<file path="config.mk">
export PLATFORM = sky130hd
export DESIGN_NAME = uart_rx_pkt_buf
export DESIGN_NICKNAME = d
export VERILOG_FILES = /design/src/rtl/uart_rx_pkt_buf.sv
export SDC_FILE = /design/constraint.sdc
export NUM_CORES = 1
export LEC_CHECK = 0
export ABC_AREA = 1
export CORE_ASPECT_RATIO = 1.75
export CORE_MARGIN = 3
export CORE_UTILIZATION = 30
export CTS_CLUSTER_DIAMETER = 40
export DETAILED_ROUTE_END_ITERATION = 8
export MAX_ROUTING_LAYER = met4
export PLACE_DENSITY = 0.48
export SLEW_MARGIN = 20
export SYNTH_ARGS = -nofsm -noshare
export SYNTH_HDL_FRONTEND = slang
export SYNTH_SLANG_ARGS = --single-unit
</file>
<file path="constraint.sdc">
create_clock -name CLK -period 3.6 [get_ports CLK]
set_input_delay 0.72 -clock CLK [delete_from_list [all_inputs] [get_ports CLK]]
set_output_delay 0.72 -clock CLK [all_outputs]
set_load 0.05 [all_outputs]
</file>
<file path="src/rtl/uart_rx_pkt_buf.sv">
// Packet buffer behind uart_rx: bytes go into a FIFO and the final byte of each packet is tagged.
// The newest byte is held back until the next byte or eop decides whether it is the last one.
module uart_rx_pkt_buf #(
    parameter int unsigned DEPTH = 16,
    parameter int unsigned AW    = $clog2(DEPTH)
) (
    input  logic          CLK,
    input  logic          RSTn,
    input  logic          rx_ready,
    input  logic [7:0]    rx_data,
    input  logic          rx_eop,
    output logic          m_valid,
    output logic [7:0]    m_data,
    output logic          m_last,
    input  logic          m_ready,
    output logic [AW:0]   level,
    output logic [AW:0]   pkt_cnt,
    output logic          ovf,
    input  logic          ovf_clr
);

    localparam logic [AW:0] FullCount = (AW+1)'(DEPTH);

    logic [7:0]    mem_data [DEPTH];
    logic          mem_last [DEPTH];

    logic [AW-1:0] wr_ptr_q, wr_ptr_d;
    logic [AW-1:0] rd_ptr_q, rd_ptr_d;
    logic [AW:0]   count_q, count_d;
    logic [AW:0]   pkt_cnt_q, pkt_cnt_d;
    logic          pend_q, pend_d;
    logic          ovf_q, ovf_d;

    logic          full;
    logic          wr_en;
    logic          eop_en;
    logic          pop;
    logic          pop_last;
    logic [AW:0]   committed;
    logic [AW-1:0] pend_ptr;

    always_comb begin
        full      = (count_q == FullCount);
        wr_en     = rx_ready & ~full;
        eop_en    = rx_eop & pend_q;
        committed = count_q - (AW+1)'(pend_q);
        pop       = (committed != '0) & m_ready;
        pop_last  = pop & mem_last[rd_ptr_q];
        // The pending entry is always the most recently written one.
        pend_ptr  = wr_ptr_q - AW'(1);
    end

    always_comb begin
        wr_ptr_d  = wr_ptr_q + AW'(wr_en);
        rd_ptr_d  = rd_ptr_q + AW'(pop);
        count_d   = count_q + (AW+1)'(wr_en) - (AW+1)'(pop);
        pkt_cnt_d = pkt_cnt_q + (AW+1)'(eop_en) - (AW+1)'(pop_last);
        // An eop in the same cycle as a write closes the old pending byte; the new one takes its place.
        pend_d    = wr_en ? 1'b1 : (eop_en ? 1'b0 : pend_q);
        ovf_d     = (ovf_q & ~ovf_clr) | (rx_ready & full);
    end

    always_ff @(posedge CLK or negedge RSTn) begin
        if (!RSTn) begin
            wr_ptr_q  <= '0;
            rd_ptr_q  <= '0;
            count_q   <= '0;
            pkt_cnt_q <= '0;
            pend_q    <= 1'b0;
            ovf_q     <= 1'b0;
        end else begin
            wr_ptr_q  <= wr_ptr_d;
            rd_ptr_q  <= rd_ptr_d;
            count_q   <= count_d;
            pkt_cnt_q <= pkt_cnt_d;
            pend_q    <= pend_d;
            ovf_q     <= ovf_d;
        end
    end

    // Storage is not reset; entries are only ever read once committed.
    always_ff @(posedge CLK) begin
        if (wr_en) begin
            mem_data[wr_ptr_q] <= rx_data;
            mem_last[wr_ptr_q] <= 1'b0;
        end
        if (eop_en) begin
            mem_last[pend_ptr] <= 1'b1;
        end
    end

    always_comb begin
        m_valid = (committed != '0);
        m_data  = mem_data[rd_ptr_q];
        m_last  = mem_last[rd_ptr_q];
        level   = count_q;
        pkt_cnt = pkt_cnt_q;
        ovf     = ovf_q;
    end

endmodule

</file>
## After elaboration in Yosys (flattened, before gate mapping)

Memories as Yosys holds them, arrays and structs flattened.
Cells that the tools add are included.

- Add/sub/neg operators: 8
- Eq/ne operators: 1
- Multiplexer cells: 6
- Bitwise operators: 9
- Reductions and logical operators: 2

Operators by type and width:

| cell | number |
|---|---|
| $sub 5x1->5 | 3 |
| $add 5x1->5 | 2 |
| $add 4x1->4 | 2 |
| $and 1x1->1 | 6 |
| $mux 1 | 6 |
| $eq 5x5->1 const B | 1 |
| $reduce_bool 5->1 | 1 |
| $sub 4x1->4 const B | 1 |
| $not 1->1 | 2 |
| $reduce_bool 2->1 | 1 |
| $or 1x1->1 | 1 |

- Register bits after elaboration: 20
- Memory bits (writable): 144
- Input port bits: 14
- Output and inout bits: 21
- Logic and storage cells: 34
- Memories kept: 2

Memory list:

| name | words | bits a word | read ports | clocked after Yosys merged registers in | wr ports | line | source |
|---|---|---|---|---|---|---|---|
| mem_data | 16 | 8 | 1 | 0 | 1 | 24 | `logic [7:0] mem_data [DEPTH];` |
| mem_last | 16 | 1 | 1 | 0 | 2 | 25 | `logic mem_last [DEPTH];` |

## Longest topological paths before layout

- Word-level depth: 5
- Mapped depth: 19
- Gate-level depth less buffers: 19

## Worst setup path after synthesis

No wires, ideal clock.

- Kind: register to register
- Start point: reg count_q[1], in the netlist level[1]
- End point: reg count_q[4], in the netlist level[4]
- Setup time: 0.128 ns
- Arrival time: 3.177 ns
- Data required time: 3.472 ns
- Setup slack: 0.296 ns
- Cell stages (with the launch flop): 19
- Path buffers: 0
- Clock period less this slack: 3.304 ns
- Cells stage by stage: dfrtp_1 inv_1 ha_1 nand2_1 nand2_1 nand2_1 nand2_1 nor2_1 nand2_1 nand2_1 inv_1 ha_1 inv_1 ha_1 inv_1 fa_1 o21ai_0 a21oi_1 xor2_1

- Elaborated cells on any way between the ends: 8
- Those cells by class: add/sub: 3; eq/ne: 1; bitwise: 3; reduce/logical: 1

RTL lines:

| item | line | source |
|---|---|---|
| start: declaration | 29 | `logic [AW:0] count_q, count_d;` |
| start signal: assignment | 74 | `count_q <= count_d;` |
| $sub 5x1->5 | 46 | `committed = count_q - (AW+1)'(pend_q);` |
| $reduce_bool 5->1 | -- |  |
| net m_valid | 12 | `output logic m_valid,` |
| $and 1x1->1 | 47 | `pop = (committed != '0) & m_ready;` |
| $sub 5x1->5 | 56 | `count_d = count_q + (AW+1)'(wr_en) - (AW+1)'(pop);` |
| net count_d[4] | 29 |  |

The timed path passes the listed nets, and every way through them passes these cells.
A chain may end at the register's enable or synchronous reset.

## Worst setup path in the final report

- Start point: reg rd_ptr_q[0]
- End point: out m_data[7]

- Word-level cells in the longest chain between the ends: 1

RTL lines:

| item | line | source |
|---|---|---|
| start: declaration | 28 | `logic [AW-1:0] rd_ptr_q, rd_ptr_d;` |
| start signal: assignment | 73 | `rd_ptr_q <= rd_ptr_d;` |
| $mem_v2 16x8 | -- |  |
| end: declaration | 13 | `output logic [7:0] m_data,` |

No other way between the ends.

==> summary.json <==
{
  "run_status": {
    "run_status": "completed"
  },
  "critical_path": {
    "worst_r2r_endpoint": "level[4]",
    "regToRegSetupSlack_ns": 0.76,
    "crit_path_max_fanout": 52,
    "slowest_stage": "dfrtp_2",
    "crit_chain": "inv_8 -> buf_4 -> nor2_1 -> nor2_1 -> o21ai_0 -> nand3_1 -> nand3_1 -> nand2_1 -> buf_12",
    "reg2reg_depth": 18,
    "worst-endpoint-arrival_ns": 2.50,
    "worst_setup_start_kind": "flop",
    "critical_register_to_register_path_startpoint": "level[1]",
    "startpoint": "rd_ptr_q[0]",
    "timing.critical_path.required_ns": 2.88,
    "worst_path_largest_cell_delay_ns": 0.53,
    "worst-setup-path-type": "reg -> out",
    "end_kind": "output pin"
  },
  "global_route": {
    "grt_pass1_wl_mm": 27.3,
    "antenna_found_initial": 0,
    "grt_max_degree": 53,
    "grt_overflow": 0,
    "globalRouteTotalUtil_pct": 14.8,
    "grt_pass1_vias": 4857
  },
  "cts": {
    "post_cts_resized": 0,
    "worstSkewPairLatency_ns": 0.42,
    "postCtsSetupRepairBufs": 0,
    "clock_pin_transition_on_the_worst_setup_and_hold_timing_paths_ns": 0.06,
    "max-clock-path-buffers": 2,
    "cts-root-buf": "clkbuf_16",
    "cts_inserted_buffers": 17,
    "cts_num_sinks": 164,
    "htree_num_levels": 4,
    "cts_tree": "built",
    "cts.hold.buffers_added": 0
  },
  "die": {
    "die_area_mm2": 0.0254,
    "floorplan.io_pins": 35,
    "placement_rows": 73,
    "chipWidth_um": 122,
    "initial_core_util_pct": 30.7,
    "die_h_um": 209,
    "core-area_mm2": 0.0229
  },
  "drt": {
    "detail_route.wl_per_cell_um": 17.8,
    "post_drt_via_cell_ratio": 4.78,
    "detailedRoute.firstPassIterationCount": 4,
    "final_routed_drc_violation_total": 0,
    "drtAntennaViolNets": 0,
    "drt-initial-drc-count": 338,
    "dr_total_vias": 4741,
    "postRouteWirelength_mm": 17.7
  },
  "job": {
    "max_cap_viol_count": 0
  },
  "layout": {
    "share_of_layout_cells_above_drive_strength_1_pct": 9.39,
    "final_net_count": 714,
    "finish.utilization_pct": 36.3,
    "final.fill_count": 2256,
    "num_antenna_cells": 0,
    "area_growth_pct": 18.0
  },
  "yosys": {
    "netlist_top_cells_area": "edfxtp_1 (55%), dfrtp_1 (7.1%), nor2_1 (7.1%)",
    "syn_avg_cell_area_um2": 11.1,
    "ys.warnings.count": 0,
    "synthesis.nets": 667,
    "synth_flop_cell": "edfxtp_1",
    "synth.cell_area_mm2": 0.00704,
    "syn_inst": 632,
    "synth_seq_cells": 164,
    "yosys.cell_types.count": 26,
    "synth_edf_count": 128,
    "yosysTopAreaCellShare_pct": 54.6,
    "synth_most_common_cell": "nor2_1",
    "synth_seq_area_share_pct": 66.2,
    "yosys-top-cells-count": "nor2_1 (133), edfxtp_1 (128), o21ai_0 (78), nand2_1 (61), nand3_1 (52)",
    "asyncSetResetFlopFracSynth_pct": 12.2,
    "synthDominantAreaCellType": "edfxtp_1"
  },
  "sta": {
    "setup_violations": 0,
    "hold_violations": 0,
    "rsz0062_at_grt": "false",
    "tightestPinTransition_ns": 0.872,
    "slew_headroom_pct": 41.7,
    "final_period_minus_worst_setup_slack_ns": 3.22,
    "layout_worst_path_cycle_share_pct": 89.4,
    "final-max-slew-violation-count": 0,
    "finalWorstSetupSlack_ns": 0.381,
    "achievable-frequency_ghz": 0.311,
    "setup_total_neg_slack_ns": 0,
    "finClkSkew_ns": 0.00946
  },
  "placement": {
    "dp_slack_ns": 0.776,
    "gp_congestion": 0.888,
    "total_half_perimeter_wirelength_after_legalization_and_detailed_placement_mm": 11.6,
    "port_buffers": 34
  },
  "pwr": {
    "power.ir.vdd_worst_uv": 548,
    "fin_total_pwr_mw": 7.83,
    "power_leakage_nw": 3.06,
    "powerDensity_mw_per_mm2": 942
  },
  "hold_path": {
    "worstHoldPathType": "in -> async"
  }
}
## sequential cells by signal, indices dropped and copies added, names as in the netlist
name / cells
mem_data: 128
mem_last: 16
level: 5
pkt_cnt: 5
rd_ptr_q: 4
wr_ptr_q: 4
ovf: 1
pend_q: 1
## critical path: cells and delay by family (launching register included)
family | cells | cell delay, ns
compound gates | 1 | 0.08
buf+inv | 3 | 0.80
flops | 1 | 0.53
simple gates | 5 | 0.63
## metal layers
layer / track usage, % / wire [um]
met5: - / 0
met4: 6.58 / 523
met3: 2.90 / 508
met2: 26.8 / 9790
met1: 15.3 / 6850
## report_power, final
part | switching (mW) | leakage [nW] | internal, mW
Sequential | 0.228 | 1.52 | 2.41
Combinational | 2.32 | 1.26 | 1.09
Clock | 0.705 | 0.274 | 1.08
Total | 3.25 | 3.06 | 4.58
## kinds of logic after synthesis
group | count (synthesis) | share of synthesized area, %
AND/OR/NAND/NOR | 251 | 14.5
XOR/XNOR | 12 | 1.49
adder cells (fa/ha/maj) | 21 | 3.94
AO/OA/AOI/OAI | 119 | 9.04
flip-flops | 164 | 66.2
buffers and inverters | 65 | 4.83
## placed cells by master, fill, tap and decap left out, types with 2 or more instances in the layout
cell             instances
clkinv_1                 5
dfxtp_1                 16
a21oi_1                  3
buf_12                   2
o21ai_0                 78
o21ai_1                 21
nor2_2                   2
edfxtp_1               128
nor2_1                 133
o211ai_1                16
xor2_1                  12
bufinv_16                3
nand2_1                 61
clkdlybuf4s50_1         24
fa_1                     2
clkinv_2                 2
inv_1                   31
buf_4                   31
dfrtp_1                 19
ha_1                    19
clkinvlp_4               2
nand4_1                  2
nand3_1                 52
clkbuf_16               17
clkbuf_1                 4
## area by class of cell
| class | instances | area (um^2) | share of cell area [%] |
|---|---|---|---|
| Sequential cell | 164 | 4670 | 56.1 |
| Multi-Input combinational cell | 403 | 2040 | 24.5 |
| Timing Repair Buffer | 58 | 518 | 6.23 |
| Clock buffer | 21 | 440 | 5.30 |
| Tap cell | 300 | 375 | 4.52 |
| Inverter | 35 | 139 | 1.67 |
| Clock inverter | 11 | 135 | 1.63 |
## how the worst max path moves through the flow
stage	end	slack (ns)
6_report	m_data[7]	0.38
3_5_place_dp	m_data[7]	0.78
2_1_floorplan	level[4]	0.30
5_1_grt	m_data[7]	0.20
3_3_place_gp	m_data[7]	0.79
4_1_cts	m_data[7]	0.31
## stage by stage
| stage | instance area [um^2] | hold WS, ns | cells |
|---|---|---|---|
| 2_1_floorplan | 7040 | 0.424 | 632 |
| 3_3_place_gp | 7740 | 0.457 | 960 |
| 3_5_place_dp | 7740 | 0.464 | 960 |
| 4_1_cts | 8320 | 0.473 | 992 |
| 5_1_grt | 8310 | 0.284 | 992 |
| 6_report | 8310 | 0.268 | 992 |
No activity file was read; power rests on OpenSTA's default activity.
